[src/rtl/simple_processor_pkg.sv]
`default_nettype none
// ============================================================================
// Package     : simple_processor_pkg
// Description : Shared datapath width and 2-bit ALU function codes for the
//               simple processor datapath.
// Revision    : 1.0 - initial release
// ============================================================================
package simple_processor_pkg;

    localparam int DATA_WIDTH = 32;

    localparam logic [1:0] FUNC_AND = 2'b00;
    localparam logic [1:0] FUNC_OR  = 2'b01;
    localparam logic [1:0] FUNC_XOR = 2'b10;
    localparam logic [1:0] FUNC_NOT = 2'b11;

endpackage : simple_processor_pkg
`default_nettype wire

[src/rtl/alu_operand_stage_if.sv]
`default_nettype none
// ============================================================================
// Interface   : alu_operand_stage_if
// Description : Bundles the instruction handshake, the operand/result path to
//               the ALU gate, the register preload port and the retire
//               counter of alu_operand_stage.
//   slave  modport : the operand stage itself
//   master modport : upstream issue logic / downstream ALU side
// Revision    : 1.0 - initial release
// ============================================================================
interface alu_operand_stage_if #(
    parameter int DATA_WIDTH = 32,
    parameter int AW         = 3
);
    // Upstream instruction handshake
    logic                  instr_valid_i;
    logic                  instr_ready_o;
    logic [1:0]            func_i;
    logic [AW-1:0]         rd_addr_i;
    logic [AW-1:0]         rs1_addr_i;
    logic [AW-1:0]         rs2_addr_i;

    // Downstream operand/result handshake
    logic                  out_valid_o;
    logic                  out_ready_i;
    logic [DATA_WIDTH-1:0] rs1_data_o;
    logic [DATA_WIDTH-1:0] rs2_data_o;
    logic [1:0]            func_o;
    logic [AW-1:0]         rd_addr_o;
    logic [DATA_WIDTH-1:0] rd_data_i;

    // Register preload port
    logic                  ld_en_i;
    logic [AW-1:0]         ld_addr_i;
    logic [DATA_WIDTH-1:0] ld_data_i;

    // Statistics
    logic [15:0]           retire_cnt_o;

    modport slave (
        input  instr_valid_i, func_i, rd_addr_i, rs1_addr_i, rs2_addr_i,
        input  out_ready_i, rd_data_i,
        input  ld_en_i, ld_addr_i, ld_data_i,
        output instr_ready_o, out_valid_o, rs1_data_o, rs2_data_o,
        output func_o, rd_addr_o, retire_cnt_o
    );

    modport master (
        output instr_valid_i, func_i, rd_addr_i, rs1_addr_i, rs2_addr_i,
        output out_ready_i, rd_data_i,
        output ld_en_i, ld_addr_i, ld_data_i,
        input  instr_ready_o, out_valid_o, rs1_data_o, rs2_data_o,
        input  func_o, rd_addr_o, retire_cnt_o
    );

endinterface : alu_operand_stage_if
`default_nettype wire

[src/rtl/alu_operand_stage.sv]
`default_nettype none
// ============================================================================
// Module      : alu_operand_stage
// Description : Register file plus one-deep operand register feeding a
//               combinational ALU gate. An accepted instruction has its
//               operands read (with forwarding of the retiring result) and
//               presented one cycle later; on retire the ALU result is written
//               back to the destination register.
// Ports       :
//   clk_i    - clock, rising edge
//   arst_ni  - asynchronous active-low reset
//   bus      - alu_operand_stage_if.slave: instruction handshake, operand /
//              result handshake, register preload port, retire counter
// Revision    : 1.0 - initial release
// ============================================================================
module alu_operand_stage
    import simple_processor_pkg::*;
#(
    parameter int NUM_REGS = 8
)(
    input  logic               clk_i,
    input  logic               arst_ni,
    alu_operand_stage_if.slave bus
);

    localparam int AW = $clog2(NUM_REGS);

    typedef logic [DATA_WIDTH-1:0] word_t;

    // ------------------------------------------------------------------
    // State
    // ------------------------------------------------------------------
    word_t         rf_q [NUM_REGS];
    word_t         rf_d [NUM_REGS];

    logic          valid_q,    valid_d;
    word_t         rs1_q,      rs1_d;
    word_t         rs2_q,      rs2_d;
    logic [1:0]    func_q,     func_d;
    logic [AW-1:0] rd_addr_q,  rd_addr_d;
    logic [15:0]   cnt_q,      cnt_d;

    logic          w_ready;
    logic          w_accept;
    logic          w_retire;
    word_t         w_rs1;
    word_t         w_rs2;

    // ------------------------------------------------------------------
    // Handshake: a retiring instruction frees the slot in the same cycle
    // ------------------------------------------------------------------
    assign w_ready  = !valid_q || bus.out_ready_i;
    assign w_accept = bus.instr_valid_i && w_ready;
    assign w_retire = valid_q && bus.out_ready_i;

    // ------------------------------------------------------------------
    // Operand read. The result being written back this cycle is forwarded
    // so the new instruction never sees the stale entry. Preload data is
    // deliberately not forwarded. Register 0 always reads zero, which also
    // masks any forwarding of a result targeted at register 0.
    // ------------------------------------------------------------------
    always_comb begin
        w_rs1 = '0;
        if (bus.rs1_addr_i != '0) begin
            if (w_retire && (bus.rs1_addr_i == rd_addr_q)) begin
                w_rs1 = bus.rd_data_i;
            end else begin
                w_rs1 = rf_q[bus.rs1_addr_i];
            end
        end
    end

    always_comb begin
        w_rs2 = '0;
        if (bus.rs2_addr_i != '0) begin
            if (w_retire && (bus.rs2_addr_i == rd_addr_q)) begin
                w_rs2 = bus.rd_data_i;
            end else begin
                w_rs2 = rf_q[bus.rs2_addr_i];
            end
        end
    end

    // ------------------------------------------------------------------
    // Register file next state. Retire writeback has priority over a
    // preload to the same index; entry 0 is never written.
    // ------------------------------------------------------------------
    always_comb begin
        rf_d    = rf_q;
        rf_d[0] = '0;
        for (int i = 1; i < NUM_REGS; i++) begin
            if (w_retire && (rd_addr_q == AW'(i))) begin
                rf_d[i] = bus.rd_data_i;
            end else if (bus.ld_en_i && (bus.ld_addr_i == AW'(i))) begin
                rf_d[i] = bus.ld_data_i;
            end
        end
    end

    // ------------------------------------------------------------------
    // Operand register next state. Without accept or retire everything
    // holds, which keeps the outputs stable under back-pressure.
    // ------------------------------------------------------------------
    always_comb begin
        valid_d   = valid_q;
        rs1_d     = rs1_q;
        rs2_d     = rs2_q;
        func_d    = func_q;
        rd_addr_d = rd_addr_q;
        cnt_d     = cnt_q;

        if (w_accept) begin
            valid_d   = 1'b1;
            rs1_d     = w_rs1;
            rs2_d     = w_rs2;
            func_d    = bus.func_i;
            rd_addr_d = bus.rd_addr_i;
        end else if (w_retire) begin
            valid_d   = 1'b0;
        end

        // 16-bit counter wraps naturally from 0xFFFF to 0x0000
        if (w_retire) begin
            cnt_d = cnt_q + 16'd1;
        end
    end

    // ------------------------------------------------------------------
    // Sequential state
    // ------------------------------------------------------------------
    always_ff @(posedge clk_i or negedge arst_ni) begin
        if (!arst_ni) begin
            for (int i = 0; i < NUM_REGS; i++) begin
                rf_q[i] <= '0;
            end
            valid_q   <= 1'b0;
            rs1_q     <= '0;
            rs2_q     <= '0;
            func_q    <= '0;
            rd_addr_q <= '0;
            cnt_q     <= '0;
        end else begin
            rf_q      <= rf_d;
            valid_q   <= valid_d;
            rs1_q     <= rs1_d;
            rs2_q     <= rs2_d;
            func_q    <= func_d;
            rd_addr_q <= rd_addr_d;
            cnt_q     <= cnt_d;
        end
    end

    // ------------------------------------------------------------------
    // Outputs
    // ------------------------------------------------------------------
    assign bus.instr_ready_o = w_ready;
    assign bus.out_valid_o   = valid_q;
    assign bus.rs1_data_o    = rs1_q;
    assign bus.rs2_data_o    = rs2_q;
    assign bus.func_o        = func_q;
    assign bus.rd_addr_o     = rd_addr_q;
    assign bus.retire_cnt_o  = cnt_q;

endmodule : alu_operand_stage
`default_nettype wire

[src/flat_wrapper.sv]
// flat-port wrapper written by rule: the top's interface ports become plain ports
module alu_operand_stage_flat import simple_processor_pkg::*;
#(
    parameter int NUM_REGS = 8
)
  (clk_i, arst_ni, bus_instr_valid_i, bus_func_i, bus_rd_addr_i, bus_rs1_addr_i, bus_rs2_addr_i, bus_out_ready_i, bus_rd_data_i, bus_ld_en_i, bus_ld_addr_i, bus_ld_data_i, bus_instr_ready_o, bus_out_valid_o, bus_rs1_data_o, bus_rs2_data_o, bus_func_o, bus_rd_addr_o, bus_retire_cnt_o);
  alu_operand_stage_if bus_i ();
  input  logic clk_i;
  input  logic arst_ni;
  input wire logic [$bits(bus_i.instr_valid_i)-1:0] bus_instr_valid_i;
  input wire logic [$bits(bus_i.func_i)-1:0] bus_func_i;
  input wire logic [$bits(bus_i.rd_addr_i)-1:0] bus_rd_addr_i;
  input wire logic [$bits(bus_i.rs1_addr_i)-1:0] bus_rs1_addr_i;
  input wire logic [$bits(bus_i.rs2_addr_i)-1:0] bus_rs2_addr_i;
  input wire logic [$bits(bus_i.out_ready_i)-1:0] bus_out_ready_i;
  input wire logic [$bits(bus_i.rd_data_i)-1:0] bus_rd_data_i;
  input wire logic [$bits(bus_i.ld_en_i)-1:0] bus_ld_en_i;
  input wire logic [$bits(bus_i.ld_addr_i)-1:0] bus_ld_addr_i;
  input wire logic [$bits(bus_i.ld_data_i)-1:0] bus_ld_data_i;
  output wire logic [$bits(bus_i.instr_ready_o)-1:0] bus_instr_ready_o;
  output wire logic [$bits(bus_i.out_valid_o)-1:0] bus_out_valid_o;
  output wire logic [$bits(bus_i.rs1_data_o)-1:0] bus_rs1_data_o;
  output wire logic [$bits(bus_i.rs2_data_o)-1:0] bus_rs2_data_o;
  output wire logic [$bits(bus_i.func_o)-1:0] bus_func_o;
  output wire logic [$bits(bus_i.rd_addr_o)-1:0] bus_rd_addr_o;
  output wire logic [$bits(bus_i.retire_cnt_o)-1:0] bus_retire_cnt_o;
  assign bus_i.instr_valid_i = bus_instr_valid_i;
  assign bus_i.func_i = bus_func_i;
  assign bus_i.rd_addr_i = bus_rd_addr_i;
  assign bus_i.rs1_addr_i = bus_rs1_addr_i;
  assign bus_i.rs2_addr_i = bus_rs2_addr_i;
  assign bus_i.out_ready_i = bus_out_ready_i;
  assign bus_i.rd_data_i = bus_rd_data_i;
  assign bus_i.ld_en_i = bus_ld_en_i;
  assign bus_i.ld_addr_i = bus_ld_addr_i;
  assign bus_i.ld_data_i = bus_ld_data_i;
  assign bus_instr_ready_o = bus_i.instr_ready_o;
  assign bus_out_valid_o = bus_i.out_valid_o;
  assign bus_rs1_data_o = bus_i.rs1_data_o;
  assign bus_rs2_data_o = bus_i.rs2_data_o;
  assign bus_func_o = bus_i.func_o;
  assign bus_rd_addr_o = bus_i.rd_addr_o;
  assign bus_retire_cnt_o = bus_i.retire_cnt_o;
  alu_operand_stage #(.NUM_REGS(NUM_REGS)) u_core (.clk_i(clk_i), .arst_ni(arst_ni), .bus(bus_i));
endmodule
[config.mk]
export PLATFORM = sky130hd
export DESIGN_NAME = alu_operand_stage_flat
export DESIGN_NICKNAME = d
export VERILOG_FILES = /design/src/rtl/simple_processor_pkg.sv /design/src/rtl/alu_operand_stage_if.sv /design/src/rtl/alu_operand_stage.sv /design/src/flat_wrapper.sv
export SDC_FILE = /design/constraint.sdc
export NUM_CORES = 1
export LEC_CHECK = 0
export ABC_AREA = 0
export CAP_MARGIN = 30
export CORE_MARGIN = 5
export CORE_UTILIZATION = 58
export DETAILED_ROUTE_END_ITERATION = 10
export PLACE_DENSITY = 0.8
export SLEW_MARGIN = 20
export SYNTH_ARGS = -nofsm -noshare
export SYNTH_HDL_FRONTEND = slang
export SYNTH_SLANG_ARGS = --single-unit
[constraint.sdc]
create_clock -name clk_i -period 2 [get_ports clk_i]
set_clock_uncertainty 0.15 [all_clocks]
set_input_delay 0.4 -clock clk_i [delete_from_list [all_inputs] [get_ports clk_i]]
set_output_delay 0.4 -clock clk_i [all_outputs]
set_load 0.01 [all_outputs]
==> impl_metrics.ini <==
[cts]
path_clk_slew_ns = 0.06
numCtsBuffers = 35
worst_skew_pair.late_latency_ns = 0.53
clock_sink_count = 310
max-clock-path-buffers = 3
clock_tree.htree_level_count = 2
cts_tree = built
clock_tree.root_cell = sky130_fd_sc_hd__clkbuf_16

[global_routing]
grt_remaining_overflow = 0
grt_pass1_wl_um = 92800
met1_grt_util = 0.457
initial_antenna_violation_count = 1
groute.layer.met3.usage = 0.0867
grt_busiest_layer = met2
vias_in_the_first_global_route = 16400
globalRouteMet2Util = 0.550
grt_max_degree = 72
track_usage = 0.348

[pwr]
peakVddDrop_v = 0.000764
p_per_area_nw_per_um2 = 1070
power.static_leakage_nw = 10.0

[timing]
max_slew.worst_pin.slew_ns = 0.506
max_clock_freq_mhz = 502
fin_setup_tns_ns = 0
report.final.slew_viol_count = 0
post-route-min-period_ns = 1.99
maxSlewHeadroom = 0.661
worst_hold_slack_ns = 0.154
report.final.hold_viol_count = 0
setup-violations-final = 0
post-route-period-util = 0.996

[status]
outcome = completed

[yosys]
synth_cell_type_count = 43
avgSynthCellArea_um2 = 9.55
synth_enable_flop_cells = 0
synth_top_cells_by_area = sky130_fd_sc_hd__dfrtp_1 (44%), sky130_fd_sc_hd__mux2i_1 (20%), sky130_fd_sc_hd__o21ai_0 (5.5%)
total_nets_after_synthesis = 1915
synth_top_area_cell = sky130_fd_sc_hd__dfrtp_1
syn_area_um2 = 17500
synth-async-reset-ratio = 1.00
synth.ff_latch_count = 310
synth_top_flop_cell = sky130_fd_sc_hd__dfrtp_1
synthDominantCellAreaShare = 0.444
yosysWarningCount = 0
synthesis.instances = 1831
synth-seq-area-share = 0.444

[drt]
wirelength_um = 60800
drt-pass1-iter-count = 6
routed_wire_length_per_instance_um = 25.1
drt_drc_violations_left = 0
num_vias = 16300
via_per_inst = 6.73
drt_iter0_markers = 2040
drtAntennaViolNets = 0

[setup_path]
critical_path.startpoint_type = register
crit_path_max_fanout = 6
critical_path_required_ns = 2.25
worstPathArrival_ns = 2.24
crit_start = u_core.bus.rd_addr_o[1]
critical_path.endpoint_type = register
setup.worst_path.class = register to register
r2r_start = u_core.bus.rd_addr_o[1]

[floorplan]
core.rowCount = 63
ioPinCount = 170
initial_utilization = 0.588
die-area_um2 = 33700
die_h_um = 184
die_w_um = 184
core_area_um2 = 29700

[placement]
gp_congestion = 0.897
port-buffer-count = 169
post-dp-hpwl_um = 38400

[cells_and_area]
finish.utilization = 0.739
drive_gt1_frac = 0.140
final_nets = 2090
mostFrequentLayoutCells = sky130_fd_sc_hd__mux2i_1 (352), sky130_fd_sc_hd__dfrtp_1 (306), sky130_fd_sc_hd__nand2_1 (236)
area_delta_synth_final_pct = 25.5
antenna_cells = 0
layout.cells.most_common = sky130_fd_sc_hd__mux2i_1

[job]
max_cap_violations = 0

[hold_path]
hp-class = input port to async pin
==> flip-flops by register name (all words and copies together) (netlist names) <==
register / flops
u_core.bus.func_o: 2
u_core.bus.out_valid_o: 1
u_core.bus.rd_addr_o: 3
u_core.bus.retire_cnt_o: 16
u_core.bus.rs1_data_o: 32
u_core.bus.rs2_data_o: 32
u_core.rf_q: 224
==> synth_stat cells (5+ instances only) <==
cell type and instances:
sky130_fd_sc_hd__nand2_1 237, sky130_fd_sc_hd__buf_4 9, sky130_fd_sc_hd__dfrtp_1 310, sky130_fd_sc_hd__xnor2_1 13, sky130_fd_sc_hd__and2_1 31, sky130_fd_sc_hd__nor2_1 105
sky130_fd_sc_hd__mux2i_1 352, sky130_fd_sc_hd__or2_2 32, sky130_fd_sc_hd__a21oi_1 64, sky130_fd_sc_hd__nand2b_1 5, sky130_fd_sc_hd__buf_1 10, sky130_fd_sc_hd__o31ai_1 32
sky130_fd_sc_hd__mux2_2 6, sky130_fd_sc_hd__o211ai_1 31, sky130_fd_sc_hd__buf_2 54, sky130_fd_sc_hd__nand3_1 40, sky130_fd_sc_hd__o21ai_0 192, sky130_fd_sc_hd__clkbuf_1 104
sky130_fd_sc_hd__o22a_1 33, sky130_fd_sc_hd__o22ai_1 95, sky130_fd_sc_hd__a221o_1 29, sky130_fd_sc_hd__xor2_1 8
==> final timing paths <==
check,to,cells past startpoint,slack [ns]
worst max register to register,u_core.bus.rs2_data_o[24],8,0.007
worst max-delay path,u_core.bus.rs2_data_o[24],8,0.007
min in group clk_i,u_core.bus.retire_cnt_o[15],1,0.31
worst min-delay path,u_core.bus.retire_cnt_o[9],2,0.15
worst min register to register,u_core.bus.retire_cnt_o[15],1,0.31
max in group asynchronous,u_core.bus.rs1_data_o[15],4,0.83
==> critical path: stages (launching register included) <==
cell,delay (ns)
sky130_fd_sc_hd__dfrtp_2,0.41
sky130_fd_sc_hd__buf_6,0.14
sky130_fd_sc_hd__xnor2_2,0.14
sky130_fd_sc_hd__nand4_1,0.14
sky130_fd_sc_hd__buf_4,0.15
sky130_fd_sc_hd__nor2_4,0.04
sky130_fd_sc_hd__buf_12,0.15
sky130_fd_sc_hd__clkbuf_16,0.17
sky130_fd_sc_hd__a221o_2,0.37
==> layout make-up <==
cell class                      instances  area [um^2]
Clock buffer                           48         1010
Clock inverter                         16          128
Fill cell                            2075         7760
Inverter                                2         7.51
Multi-Input combinational cell       1336         9040
Sequential cell                       310         7760
Tap cell                              390          488
Timing Repair Buffer                  321         3510
==> cells by family (layout without fill, tap and decap cells) <==
kind of cell / count (synthesis) / count (layout) / share of synthesized area
compound gates: 482 / 482 / 0.172
xor+xnor: 21 / 21 / 0.0105
fa+ha+maj: 1 / 1 / 0.000715
buf+inv: 185 / 387 / 0.0474
flops: 310 / 310 / 0.444
mux: 358 / 358 / 0.205
simple gates: 474 / 474 / 0.120
==> where the power goes <==
group	leakage (nW)	switching (mW)	total, mW	internal (mW)
clock	0.565	2.70	6.41	3.71
combinational	5.64	3.47	6.87	3.40
sequential	3.80	1.89	10.3	8.42
==> per-layer routing <==
layer	wire, um	vias up
li1	-	6930
met1	22700	7888
met2	27800	1208
met3	7520	277
met4	2740	2
met5	13	-
==> metrics by stage <==
| step | total power, mW | instances | instance area, um^2 | setup WS, ns |
|---|---|---|---|---|
| 3_3_place_gp | 16.7 | 2341 | 20600 | -0.308 |
| 2_1_floorplan | 14.0 | 1831 | 17500 | 0.123 |
| 5_1_grt | 24.7 | 2423 | 22000 | -0.00498 |
| 4_1_cts | 23.3 | 2416 | 21700 | 0.0131 |
| 3_5_place_dp | 17.1 | 2341 | 20600 | -0.406 |
| 6_report | 23.6 | 2423 | 22000 | 0.00720 |
==> repair_timing <==
action / 4_1_cts / 5_1_grt
hold buffers: 1 / 0
resized for setup: 74 / 22
buffers inserted: 10 / 5
pin swaps: 2 / 6
setup endpoints to repair: 70 / 63
gates cloned: 0 / 3
hold endpoints to repair: 230 / 0
Note: power is estimated with default switching activity, not from simulation.
==> RTL edit 1: new RTL, same flow settings <==
`DATA_WIDTH` is set to 32 in 2 places; all go to 24.
--- a/src/rtl/simple_processor_pkg.sv
+++ b/src/rtl/simple_processor_pkg.sv
@@ -8,5 +8,5 @@
 package simple_processor_pkg;
 
-    localparam int DATA_WIDTH = 32;
+    localparam int DATA_WIDTH = 24;
 
     localparam logic [1:0] FUNC_AND = 2'b00;
--- a/src/rtl/alu_operand_stage_if.sv
+++ b/src/rtl/alu_operand_stage_if.sv
@@ -10,5 +10,5 @@
 // ============================================================================
 interface alu_operand_stage_if #(
-    parameter int DATA_WIDTH = 32,
+    parameter int DATA_WIDTH = 24,
     parameter int AW         = 3
 );
Interface: changed (resized bus_ld_data_i, bus_rd_data_i, bus_rs1_data_o and bus_rs2_data_o); port bits go from 170 to 138. The function was not compared with the original's and may differ.
==> RTL edit 1 against the unedited design <==
  * First-iteration DRC count decreased by 15%
  * The run now ends with setup timing left
  * Highest routed layer is now met4
  * Sequential cell count decreased by 72
  * Critical path depth decreased by 5
  * Wire length decreased by 25%
  * Critical path type is now input pin to primary output
  * Combinational power decreased by 20%
  * Power decreased by 21%
  * Final area decreased by 21%
  * Die area decreased by 21%
  * Worst setup slack got worse by 25 ps
  * Area after synthesis decreased by 22%
==> RTL edit 1: results (changes against the unedited design) <==
* Placed Cells: 1765 (-25%)
* Max rail drop VDD: 593.0 uV (-22%)
- The CTS H-tree depth is 1 (-1).
- Die Area: 0.02672 mm^2 (-21%)
- Proportion of layout cells with a drive suffix above 1: 22.35% (+8.4 points)
* Failing checks: setup timing
- The worst slack at placement was -347.8 ps (+58.50 ps).
- Most numerous cell types in the synthesized netlist: 238 x dfrtp_1, 178 x nand2_1, 168 x mux2i_1
- Top layer used by detailed routing: met4
- Cells resized by post-CTS repair: 66 (-11%)
* Cts bufs inserted: 27 (-23%)
- The least setup slack across all paths after layout was -17.67 ps (-24.87 ps).
- GPL Wtd Cong: 0.8884 (-0.93%)
- Fraction of the yosys area taken by sequential cells: 43.60% (-0.76 points)
- Average via count per standard cell: 6.685 (-0.65%)
- The largest fanout of any net on the critical path is 4 (-2).
- The accumulated negative setup slack came to -18.39 ps (-18.39 ps).
* Final setup violation count: 2 (+2)
- The HPWL after detailed placement is 29520 um (-23%).
- Arrival time of the worst setup path: 1470 ps (-770 ps)
- Detailed Route WL: 45800 um (-25%)
- Run status: finished, violations left
- The slew of the pin with the lowest slew margin was 455.6 ps (-50.73 ps).
- Longest individual stage delay on the worst path: 580 ps (+170 ps)
- Number of buffers added for setup after CTS: 7 (-3)
- The sum of routed wire segments on met1 was 17090 um (-25%).
- Initial antenna violation count: 0 (-1)
- Instance area after placement: 0.01629 mm^2 (-21%)
* GRT met1 Usage: 45.08% (-0.63 points)
- The largest individual stage delay along the critical path comes from the cell clkdlybuf4s50_1.
- The met3 layer wire length in the routed design was 5474 um (-27%).
[RTL edit 1: cell types whose count changed after synthesis, sizes merged, moves of 31 or more]
cell / delta
mux2: +84
o211ai: -31
o22a: -33
mux2i: -184
nand3: -33
o22ai: -77
dfrtp: -72
o31ai: -32
nor2: -71
nand2: -59
clkbuf: -36
a21oi: -40
[RTL edit 1: worst paths after layout]
kind | from | to | slack [ps] | cells after the start
min reg2reg | u_core.bus.retire_cnt_o[15]$_DFFE_PN0P_ | u_core.bus.retire_cnt_o[15]$_DFFE_PN0P_ | 320 | 1
max reg2reg | u_core.bus.rd_addr_o[0]$_DFFE_PN0P_ | u_core.bus.rs2_data_o[1]$_DFFE_PN0P_ | 0 | 7
max | bus_out_ready_i | bus_instr_ready_o | -20 | 3
max in group asynchronous | arst_ni | u_core.bus.rs2_data_o[19]$_DFFE_PN0P_ | 840 | 3
min | arst_ni | u_core.bus.retire_cnt_o[2]$_DFFE_PN0P_ | 180 | 2
min in group clk_i | u_core.bus.retire_cnt_o[15]$_DFFE_PN0P_ | u_core.bus.retire_cnt_o[15]$_DFFE_PN0P_ | 320 | 1
[RTL edit 1: report_power, final]
group	switching [mW]	leakage (nW)	internal (mW)	total, mW
combinational	2.53	4.47	2.99	5.52
sequential	1.51	2.91	6.44	7.95
clock	2.08	0.462	3.16	5.24
[RTL edit 1: cell type report]
class,instances,area [um^2]
inverters,8,30.03
fillers,1545,5952
clock buffers,39,800.8
well taps,319,399.1
diodes,1,2.502
flip-flops and latches,238,5959
clock inverters,10,135.1
multi-input cells,926,7177
repair buffers,287,2877
[RTL edit 1: worst reg2reg max path, cell delays in order (launching register included)]
cell and delay [ps]:
dfrtp_2 410, buf_6 140, xor2_1 260, buf_4 200, nor4_4 40, nor4_4 300, buf_12 230, a221o_1 180
==> RTL edit 2: new RTL, same flow settings <==
Made on the original files. Reset style: synchronous (`arst_ni`), changed in one clocked block. Comments in the files are not updated.
--- a/src/rtl/alu_operand_stage.sv
+++ b/src/rtl/alu_operand_stage.sv
@@ -129,5 +129,5 @@
     // Sequential state
     // ------------------------------------------------------------------
-    always_ff @(posedge clk_i or negedge arst_ni) begin
+    always_ff @(posedge clk_i) begin
         if (!arst_ni) begin
             for (int i = 0; i < NUM_REGS; i++) begin
Formal check against the unedited RTL: differs if arst_ni is asserted again (counterexample within 4 cycles, from zero or initial values and one cycle with arst_ni low); with arst_ni held inactive, the same outputs for 4 cycles.
==> RTL edit 2 against the unedited design <==
  * Wire length is 2.6% lower
  * Final area fell by 4.0%
  * Worst setup slack better by 19 ps
  * Hold slack improved by 120 ps
  * First-iteration DRC count down 5.3%
  * Area after synthesis fell by 3.6%
  * Core utilization shrank 0.48 points
  * Non-clock buffer count decreased by 1
  * Sequential cell count stayed put
  * Synthesized cell count increased by 4.5%
  * Via count rose by 3.3%
  * Critical path type is now flip-flop to primary output
  * Critical endpoint is now bus_rs2_data_o[0]
Power is not compared: it rests on default switching activity, and its combinational part moved more than twofold at a synthesized area within 25%.
==> RTL edit 2: results (changes against the unedited design) <==
- Run status: complete, no violations
* Global-route usage over all layers: 34.27% (-0.54 points)
- The final weighted congestion of routability-driven global placement is 0.8700 (-3.0%).
- Proportion of layout cells with a drive suffix above 1: 12.03% (-1.9 points)
- The total clock buffers created by CTS is 34 (-2.9%).
- Instance area after placement: 0.01992 mm^2 (-3.3%)
- Highest fanout seen on the critical path: 2 (-4)
- Library cell used as clock root buffer: clkbuf_16
* Clock latency on the worst-skew pair: 520 ps
- The CTS H-tree depth came to 2 (unchanged).
* Maximum number of pins on one net before global-route repair: 112 (+56%)
- The distinct cell type count after synthesis is 44 (+2.3%).
- The number of antenna violations at the first check in global routing came to 0 (-1).
- In this run the critical register-to-register path is captured at u_core.bus.rs1_data_o[13]$_SDFFE_PN0P_.
* R2R cell count: 5 (-3)
* GRT met1 Usage: 43.73% (-2.0 points)
* Number of buffers inserted by port buffering: 169 (unchanged)
- Max reg flops: 224 (unchanged)
* CP max stage cell: clkdlybuf4s50_1
- Source of the critical timing path: u_core.bus.rs2_data_o[0]$_SDFFE_PN0P_
- Detailed Route WL: 59230 um (-2.6%)
- HPWL after DPL: 37060 um (-3.5%)
* Most numerous cell types in the synthesized netlist: 354 x mux2i_1, 310 x dfxtp_1, 287 x nor2_1
- In this run the worst hold path is classified as input pin to flip-flop.
* Capturing instance or port of the critical path: bus_rs2_data_o[0]
- Arrival time of the worst setup path: 1420 ps (-820 ps)
- Top area cells in the synthesized netlist: dfxtp_1 37%, mux2i_1 21%, a211oi_1 12%, nor2_1 6.4%, o22ai_1 4.2%
- The worst-case IR drop observed on VDD is 571.1 uV.
- Longest individual stage delay on the worst path: 550 ps (+140 ps)
* Reg2reg setup slack: 90 ps (+80 ps)
* Net count after synthesis: 1997 (+4.3%)
* 1st-pass router iterations: 6 (unchanged)
* RR Startpoint: u_core.bus.out_valid_o$_SDFFE_PN0P_
- GRT met3 Usage: 8.014% (-0.65 points)
- Net count, final: 2130 (+1.9%)
- FFs w/ async S/R, synth: 0% (-100 points)
- DRC marker count from the first detailed-route iteration: 1932 (-5.3%)
- The number of inserted filler cells in the final layout was 2087 (+0.58%).
- Yosys warnings: 0 (unchanged)
- The global-route met2 utilization came to 54.07% (-0.97 points).
- The count of vias placed by the detailed router came to 16.84k (+3.3%).
* Headroom to the max-slew limit: 61.10% (-5.0 points)
- Most instantiated flip-flop cell in the synthesis netlist: dfxtp_1
* Fraction of the yosys area taken by sequential cells: 36.80% (-7.6 points)
- Global-route wire length before repair: 91810 um (-1.1%)
* CP top delay family: buffers and inverters
-- RTL edit 2: how the worst min path moves through the flow --
stage                                            startpoint                                   end  slack, ps  depth (start not counted)
after floorplan           u_core.bus.func_o[0]$_SDFFE_PN0P_     u_core.bus.func_o[0]$_SDFFE_PN0P_        330                          2
after global placement    u_core.bus.func_o[0]$_SDFFE_PN0P_     u_core.bus.func_o[0]$_SDFFE_PN0P_        290                          2
after detailed placement  u_core.bus.func_o[0]$_SDFFE_PN0P_     u_core.bus.func_o[0]$_SDFFE_PN0P_        300                          2
after CTS                                  bus_rd_addr_i[2]  u_core.bus.rd_addr_o[2]$_SDFFE_PN0P_        260                          3
after global routing                       bus_rd_addr_i[1]  u_core.bus.rd_addr_o[1]$_SDFFE_PN0P_        290                          3
final                                      bus_rd_addr_i[1]  u_core.bus.rd_addr_o[1]$_SDFFE_PN0P_        270                          3
-- RTL edit 2: per-stage QoR --
step	setup slack, ps	util (%)	hold WS [ps]	std cells
4_1_cts	0.2084	73.23	260.3	2454
6_report	25.99	73.40	271.2	2455
3_5_place_dp	-612.8	69.39	299.4	2394
5_1_grt	1.031	73.39	291.2	2454
2_1_floorplan	-0.03753	-	330.5	1913
3_3_place_gp	-484.3	69.39	294.5	2394
-- RTL edit 2: logic make-up (layout without fill, tap and decap cells) --
| logic type | Yosys count | count (layout) | synth area share, % |
|---|---|---|---|
| AO/OA/AOI/OAI | 524 | 524 | 22.94 |
| XOR/XNOR | 17 | 17 | 0.8830 |
| adder cells (fa/ha/maj) | 1 | 1 | 0.07419 |
| buffers and inverters | 275 | 432 | 6.804 |
| flip-flops | 310 | 310 | 36.80 |
| multiplexers | 354 | 354 | 21.01 |
| other | 0 | 1 | 0 |
| AND/OR/NAND/NOR | 432 | 432 | 11.49 |
-- RTL edit 2: layout make-up --
class                   instances  area [um^2]  area share (%)
diodes                          1        2.502         0.01188
clock buffers                  51         1059           5.025
clock inverters                 9        73.82          0.3504
inverters                      52        200.2          0.9503
multi-input cells            1328         9582           45.48
flip-flops and latches        310         6221           29.53
well taps                     384        480.5           2.281
repair buffers                320         3448           16.37
-- RTL edit 2: timing repair --
item / 4_1_cts / 5_1_grt
pin swaps: 0 / 0
gates resized for setup: 48 / 20
setup endpoints to repair: 63 / 20
buffers inserted: 0 / 0
-- RTL edit 2: power breakdown --
group | internal [mW] | switching, mW | leakage, nW
Clock | 3.79 | 2.60 | 0.566
Sequential | 6.38 | 0.169 | 2.52
Combinational | 0.938 | 1.22 | 5.67
-- RTL edit 2: metal layers --
metal	part of all wire [%]	wire length [um]	vias up
met5	0	0	-
met2	45	26600	1163
met1	38	22590	7996
li1	-	-	7408
met4	5.6	3319	0
met3	11	6721	269
-- RTL edit 2: worst min-delay path: stages --
cell and delay, ps:
clkdlybuf4s50_1 400, nand2_1 60, a21oi_1 50
